==> src/rtl/minterm_sweeper.sv <==
// minterm_sweeper: drives {A,B,C,D} through codes 0..15, samples Y, builds a truth mask.
// Optional early-abort on first wrong sample: define MINTERM_SWEEPER_EARLY_FAIL_EN.
module minterm_sweeper #(
    parameter int unsigned SETTLE = 0,
    parameter logic [15:0] EXPECT = 16'h001E
) (
    input  logic        clk,
    input  logic        rst_n,
    input  logic        start,
    output logic        A,
    output logic        B,
    output logic        C,
    output logic        D,
    input  logic        Y,
    output logic        busy,
    output logic        done,
    output logic [15:0] truth,
    output logic        match
`ifdef MINTERM_SWEEPER_EARLY_FAIL_EN
    ,
    output logic [3:0]  fail_idx
`endif
);

    localparam logic [3:0] LP_SETTLE = 4'(SETTLE);

    typedef enum logic [1:0] {
        S_IDLE,
        S_SETTLE,
        S_SAMPLE,
        S_FIN
    } state_t;

    state_t      r_state;
    logic [3:0]  r_idx;
    logic [3:0]  r_code;
    logic [3:0]  r_cnt;
    logic        r_busy;
    logic        r_done;
    logic [15:0] r_truth;
    logic        r_match;
`ifdef MINTERM_SWEEPER_EARLY_FAIL_EN
    logic [3:0]  r_fail_idx;
`endif

    logic [15:0] w_truth_nx;
    logic [3:0]  w_idx_nx;
    logic        w_bad;

    // Mask with the current sample merged in at the current index
    always_comb begin
        w_truth_nx        = r_truth;
        w_truth_nx[r_idx] = Y;
    end

    assign w_idx_nx = r_idx + 4'd1;

`ifdef MINTERM_SWEEPER_EARLY_FAIL_EN
    assign w_bad = (Y != EXPECT[r_idx]);
`else
    assign w_bad = 1'b0;
`endif

    // Sweep sequencer: code stepping, settle wait, sampling and result registers
    always_ff @(posedge clk) begin
        if (!rst_n) begin
            r_state    <= S_IDLE;
            r_idx      <= 4'd0;
            r_code     <= 4'd0;
            r_cnt      <= 4'd0;
            r_busy     <= 1'b0;
            r_done     <= 1'b0;
            r_truth    <= 16'd0;
            r_match    <= 1'b0;
`ifdef MINTERM_SWEEPER_EARLY_FAIL_EN
            r_fail_idx <= 4'd0;
`endif
        end else begin
            r_done <= 1'b0;
            unique case (r_state)
                S_IDLE: begin
                    r_code <= 4'd0;
                    if (start) begin
                        r_idx   <= 4'd0;
                        r_truth <= 16'd0;
                        r_match <= 1'b0;
                        r_busy  <= 1'b1;
`ifdef MINTERM_SWEEPER_EARLY_FAIL_EN
                        r_fail_idx <= 4'd0;
`endif
                        if (LP_SETTLE != 4'd0) begin
                            r_cnt   <= LP_SETTLE;
                            r_state <= S_SETTLE;
                        end else begin
                            r_state <= S_SAMPLE;
                        end
                    end
                end
                S_SETTLE: begin
                    if (r_cnt <= 4'd1) begin
                        r_cnt   <= 4'd0;
                        r_state <= S_SAMPLE;
                    end else begin
                        r_cnt <= r_cnt - 4'd1;
                    end
                end
                S_SAMPLE: begin
                    r_truth <= w_truth_nx;
                    if (r_idx == 4'd15 || w_bad) begin
                        r_state <= S_FIN;
                        r_done  <= 1'b1;
                        r_busy  <= 1'b0;
                        r_match <= (w_truth_nx == EXPECT) && !w_bad;
`ifdef MINTERM_SWEEPER_EARLY_FAIL_EN
                        if (w_bad) begin
                            r_fail_idx <= r_idx;
                        end
`endif
                    end else begin
                        r_idx  <= w_idx_nx;
                        r_code <= w_idx_nx;
                        if (LP_SETTLE != 4'd0) begin
                            r_cnt   <= LP_SETTLE;
                            r_state <= S_SETTLE;
                        end
                    end
                end
                S_FIN: begin
                    r_code  <= 4'd0;
                    r_state <= S_IDLE;
                end
            endcase
        end
    end

    assign A     = r_code[3];
    assign B     = r_code[2];
    assign C     = r_code[1];
    assign D     = r_code[0];
    assign busy  = r_busy;
    assign done  = r_done;
    assign truth = r_truth;
    assign match = r_match;
`ifdef MINTERM_SWEEPER_EARLY_FAIL_EN
    assign fail_idx = r_fail_idx;
`endif

endmodule

==> config.mk <==
export PLATFORM = sky130hd
export DESIGN_NAME = minterm_sweeper
export DESIGN_NICKNAME = d
export VERILOG_FILES = /design/src/rtl/minterm_sweeper.sv
export SDC_FILE = /design/constraint.sdc
export NUM_CORES = 1
export LEC_CHECK = 0
export CAP_MARGIN = 20
export CORE_UTILIZATION = 47
export DETAILED_ROUTE_END_ITERATION = 12
export PLACE_DENSITY_LB_ADDON = 0.08
export SYNTH_ARGS = -nofsm -noshare
export SYNTH_HDL_FRONTEND = slang
export SYNTH_SLANG_ARGS = --single-unit
==> constraint.sdc <==
create_clock -name clk -period 1.7 [get_ports clk]
set_input_delay 0.425 -clock clk [delete_from_list [all_inputs] [get_ports clk]]
set_output_delay 0.425 -clock clk [all_outputs]
set_load 0.05 [all_outputs]
After elaboration in Yosys (flattened, before gate mapping)
Index checks and enable logic that the tools add are counted.
Widths: inputs -> output; s select.

word-level totals
  flip-flop bits (word level) = 33
  latch bits = 0
  bits in writable memories = 0
  ROM bits = 0
  input port bits = 4
  output and inout bits = 23
  logic and storage cells = 54
  memories = 0

cells by class
  add/sub/neg operators = 2
  multiply operators = 0
  divide/modulo/power cells = 0
  order comparisons = 3
  equal/unequal tests = 9
  shift operators = 0
  muxes and demuxes = 21
  bitwise operators = 0
  reductions and logical operators = 11

operators with widths
  cell                 count
  $pmux 16 s2          1
  $bwmux 16            1
  $eq 16x5->1 const B  1
  $mux 16              1
  $pmux 4 s2           2
  $mux 4               3
  $reduce_and 3->1     3
  $ne 2x2->1 const B   4
  $pmux 2 s4           1
  $mux 1               6
  $mux 2               3
  $reduce_and 2->1     3
  $lt 4x5->1 const B   1
  $add 4x1->4 const B  1
  $demux 1 s4          1
  $eq 2x2->1 const B   2
  $eq 4x4->1 const B   1
  $ge 4x1->1 const B   1
  $le 4x1->1 const B   1
  $pmux 1 s2           2
  $reduce_bool 2->1    2
  $sub 4x1->4 const B  1
  $eq 2x1->1 const B   1
  $logic_not 2->1      1
  other kinds (2)      2

Logic depth before layout (Yosys ltp)
  depth in word-level cells = 8
  depth in mapped cells = 8
  gate-level depth less buffers = 6

Worst setup path after synthesis
Ideal clock, no wire load.

  path type = reg-to-reg
  start = register r_idx[0]
  end = register r_match (netlist: match)
  setup time = 59 ps
  arrival = 1632 ps
  required time = 1641 ps
  slack = 9 ps
  cell stages (with the launch flop) = 7
  path buffers = 1
  clock period less this slack = 1691 ps
  cell sequence = dfxtp_1 inv_1 ha_1 buf_4 or3b_4 a2111oi_4 a31o_1

between the ends
  longest elaborated chain between the ends = 8
  elaborated cells between the ends (all ways) = 12
  those cells by class = 2 x order compare; 3 x eq/ne; 5 x mux; 2 x reduce/logical

RTL lines
  item                                                            RTL line  RTL
  from (decl)                                                     35        logic [3:0] r_idx;
  from (signal assigned)                                          120       r_idx <= w_idx_nx;
  $lt 4x5->1 (implied by the code) or $ge 4x1->1 (tied branches)  53        w_truth_nx[r_idx] = Y;
  $logic_and 1x1->1 (implied by the code)                         53
  $mux 1 (implied by the code)                                    53
  $demux 1 s4                                                     53
  $bwmux 16                                                       53
  $eq 16x5->1                                                     113       r_match <= (w_truth_nx == EXPECT) && !w_bad;
  $mux 1                                                          109       if (r_idx == 4'd15 || w_bad) begin
  $pmux 1 s2                                                      80        unique case (r_state)
  to (signal assigned)                                            113
  to (decl)                                                       41        logic r_match;

Parallel ways exist; a longest one is shown, timed or not. The select of a mux whose other input is x is not followed.
A chain may end at the register's enable or synchronous reset.

Worst setup path after layout
  start = register r_state[0]
  end = register r_truth[2] (netlist: truth[2])

between the ends
  longest elaborated chain between the ends = 3
  elaborated cells between the ends (all ways) = 6
  those cells by class = 2 x eq/ne; 1 x mux; 3 x reduce/logical

RTL lines
  item                                                       RTL line  RTL
  from (decl)                                                34        state_t r_state;
  from (signal assigned)                                     67        r_state <= S_IDLE;
  from (signal assigned)                                     93        r_state <= S_SETTLE;
  from (signal assigned)                                     95        r_state <= S_SAMPLE;
  $eq 2x2->1 or $logic_not 2->1 (tied branches)              80
  $reduce_bool 2->1 (no line) or $ne 2x2->1 (tied branches)  -
  $reduce_and 2->1 (no line)                                 -
  to (signal assigned)                                       108       r_truth <= w_truth_nx;
  to (decl)                                                  40        logic [15:0] r_truth;

Parallel ways exist; a longest one is shown, timed or not.

==> flow_summary.toml <==
[floorplan]
die_y_um = 66.71
initial_core_util = 0.4920
dieArea_sq_um = 4450
coreArea_sq_um = 4000
ios = 27
num_rows = 23
chipWidth_um = 66.71

[yosys]
synth_xor_area_frac = 0.02225
synth_top_area_frac = 0.3357
synthSimpleGateAreaFrac = 0.2416
ys_types = 55
synth_nets = 241
ys_warn_count = 0
synth_compound_area_frac = 0.2168
synth-seq-cells = 33
netlist_top_cells_area = "dfxtp_1 34%, ha_1 7.6%, nor2_1 5.1%, a31o_1 4.0%, a21oi_1 3.3%"
async_reset_ff_frac = 0
synth_ff_type = "dfxtp_1"
synthMostInstantiatedCell = "dfxtp_1"
synth_top_cells_by_count = "33 x dfxtp_1, 27 x nor2_1, 13 x a21oi_1"
yosysTopAreaCell = "dfxtp_1"
syn_inst = 225
synth_top_family_by_area = "simple AND/OR/NAND/NOR gates"
synth_seq_area_share = 0.3357
synth-edff-count = 0
synthAdderAreaFrac = 0.07629
syn_area_per_cell_sq_um = 8.747
synth_mux_area_frac = 0.03814
syn_area_sq_um = 1968

[timing]
fin_crit_sh = 0.9877
setup_viol = 0
worstMarginPinSlew_ns = 0.4878
slew_headroom = 0.6706
fin_crit_ns = 1.679
fin_setup_tns_ns = 0
hold_ws_ns = 0.4874
hold_viol = 0
max_freq_mhz = 595.6
rsz0062_at_grt = "true"
slew_viol_final = 0
fin_worst_skew_ns = 0.009558

[power]
finalPower_mw = 2.264
p_per_area_nw_per_um2 = 800.2
irDropWorstVdd_v = 0.0005262
p_leak_nw = 1.113

[finish]
drive_gt1_frac = 0.3561
final_area_sq_um = 2829
seq_area_sq_um = 673.1
nFillCells = 298
multi_input_comb_area_sq_um = 1274
synthToLayoutAreaGrowth_pct = 43.74
antenna_cells = 0
finalNonFillerCells = 328
layout.nets = 293

[detailed_routing]
vias = 1961
routedLengthMet1_mm = 2.422
top_layer_used = "met4"
routed_wl_mm = 5.662
dr.pass1.iters = 4
drc = 0
met2_wirelength_mm = 2.789
ant_nets = 0
drt_iter0_drc = 159
vias_per_cell = 5.979
avgRoutedWirePerCell_um = 17.26
wl_met3_um = 334

[clock_tree]
clkSinkCount = 33
insertion_delay_ns = 0.29
clk_path_buf_depth = 2
cts_buffers = 5
clk_pin_slew_ns = 0.07
htreeDepth = 2
cts_tree = "yes"
cts_root_buf = "clkbuf_8"

[worst_setup_path]
crit_buf_inv = 3
worst_path_dominant_cell_family = "compound AO/OA/AOI/OAI gates"
critPathKind = "flip-flop to flip-flop"
crit_top_cell = "buf_6"
crit_chain = "inv_2, ha_2, buf_6, mux2i_4, buf_6, a31o_1, a32oi_2, nor2_1"
cpPeakStageDelay_ns = 0.35
cp.depth = 8
crit-reg2reg-launch = "r_state[0]$_SDFFE_PN0P_"
cp-end-kind = "flip-flop"
critPathRequiredTime_ns = 1.87
rr_endpoint = "truth[2]$_SDFFE_PN0P_"
critPathSlowestCell = "dfxtp_2"
r2r_cells = 8
crit_path_max_fanout = 7
cp_data_arrival_time_ns = 1.85
rrSetupSlack_ns = 0.02
startpoint_type = "flip-flop"

[placement]
gp_congestion = 0.8653
portBuffers = 26
hpwl_mm = 3.881
dpl_cell_area_sq_um = 2581
dp.cells = 318

[worst_hold_path]
holdPathEnd = "truth[15]$_SDFFE_PN0P_"
hold_start = "truth[15]$_SDFFE_PN0P_"
hold_class = "flip-flop to flip-flop"
min_path_cells = 2

[global_routing]
grt_pass1_vias = 1771
grtUsageTotal = 0.2629
grt_max_degree = 28
grt_pass1_wl_mm = 8.666
grt_overflow = 0
grt_antenna_before_repair = 0

[run]
maxCapViolCount = 0

[outcome]
status = "finished, final reports clean"
## kinds of logic (layout without fill, tap and decap cells)
logic type	Yosys count	in the layout
AO/OA/AOI/OAI	56	56
adder cells (fa/ha/maj)	12	12
AND/OR/NAND/NOR	85	85
XOR/XNOR	5	5
buffers and inverters	27	80
flip-flops	33	33
multiplexers	7	7
## what timing repair did
item | CTS | global route
endpoints found under the hold margin | 0 | 0
resized for setup | 10 | 27
cloned | 0 | 1
setup endpoints to repair | 6 | 16
hold buffers | 0 | 0
pin swaps | 0 | 7
setup buffers | 0 | 1
## metal layers
metal	vias up	track usage
met5	-	0
met4	0	0.07979
met3	12	0.05822
met2	77	0.4343
met1	951	0.3375
li1	921	-
## how the worst max path moves through the flow
stage	from	to	slack (ns)
finish	r_state[0]$_SDFFE_PN0P_	truth[2]$_SDFFE_PN0P_	0.02
global route	r_idx[0]$_SDFFE_PN0P_	match$_SDFFE_PN0P_	-0.02
CTS	r_state[0]$_SDFFE_PN0P_	truth[2]$_SDFFE_PN0P_	0.03
detailed placement	start	truth[2]$_SDFFE_PN0P_	-0.28
global placement	start	truth[12]$_SDFFE_PN0P_	-0.23
floorplan	r_idx[0]$_SDFFE_PN0P_	match$_SDFFE_PN0P_	0.009
## registers in the layout (all words and copies together) (netlist names)
name and cells:
busy 1, r_state 2, r_idx 4, r_code 4, r_cnt 4, done 1
match 1, truth 16
## area by class of cell
class,instances,share of cell area
clock buffer,7,0.03406
clock inverter,1,0.001769
sequential,33,0.2379
multi-input combinational,165,0.4502
timing repair buffer,63,0.2410
inverter,9,0.01283
tap,50,0.02211
## per-stage QoR
| step | utilization | setup slack [ns] |
|---|---|---|
| detailed placement | 0.6453 | -0.2775 |
| floorplan | - | 0.008769 |
| finish | 0.7072 | 0.02093 |
| global route | 0.7072 | -0.02250 |
| global placement | 0.6453 | -0.2285 |
| CTS | 0.6778 | 0.02701 |
## power by group
group / leakage (nW) / total [mW] / internal (mW) / switching, mW
Sequential: 0.269 / 0.854 / 0.809 / 0.0442
Clock: 0.0542 / 0.667 / 0.366 / 0.300
Combinational: 0.790 / 0.744 / 0.337 / 0.406
Total: 1.11 / 2.26 / 1.51 / 0.751
## cell usage in the layout (no fill, tap or decap), drive strengths merged, types with 2 or more instances in the layout
cell,n
a2bb2oi,6
clkbuf,7
clkinv,2
dlymetal6s2s,2
nor4,2
inv,8
a32oi,3
a21o,4
a31o,9
and4b,2
nor2b,2
xnor2,2
ha,12
nand3b,8
o21ai,3
nand2,12
dfxtp,33
buf,60
nand3,10
or3b,3
nor2,27
nand4,3
xor2,3
a22oi,8
nor3,4
and3,3
mux2i,6
a21oi,14
## worst min-delay path: stages, from the launching register on
cell and delay (ns):
dfxtp_1 0.33, nand2_1 0.06, a21oi_1 0.05
Power figures use the tool's default switching activity.
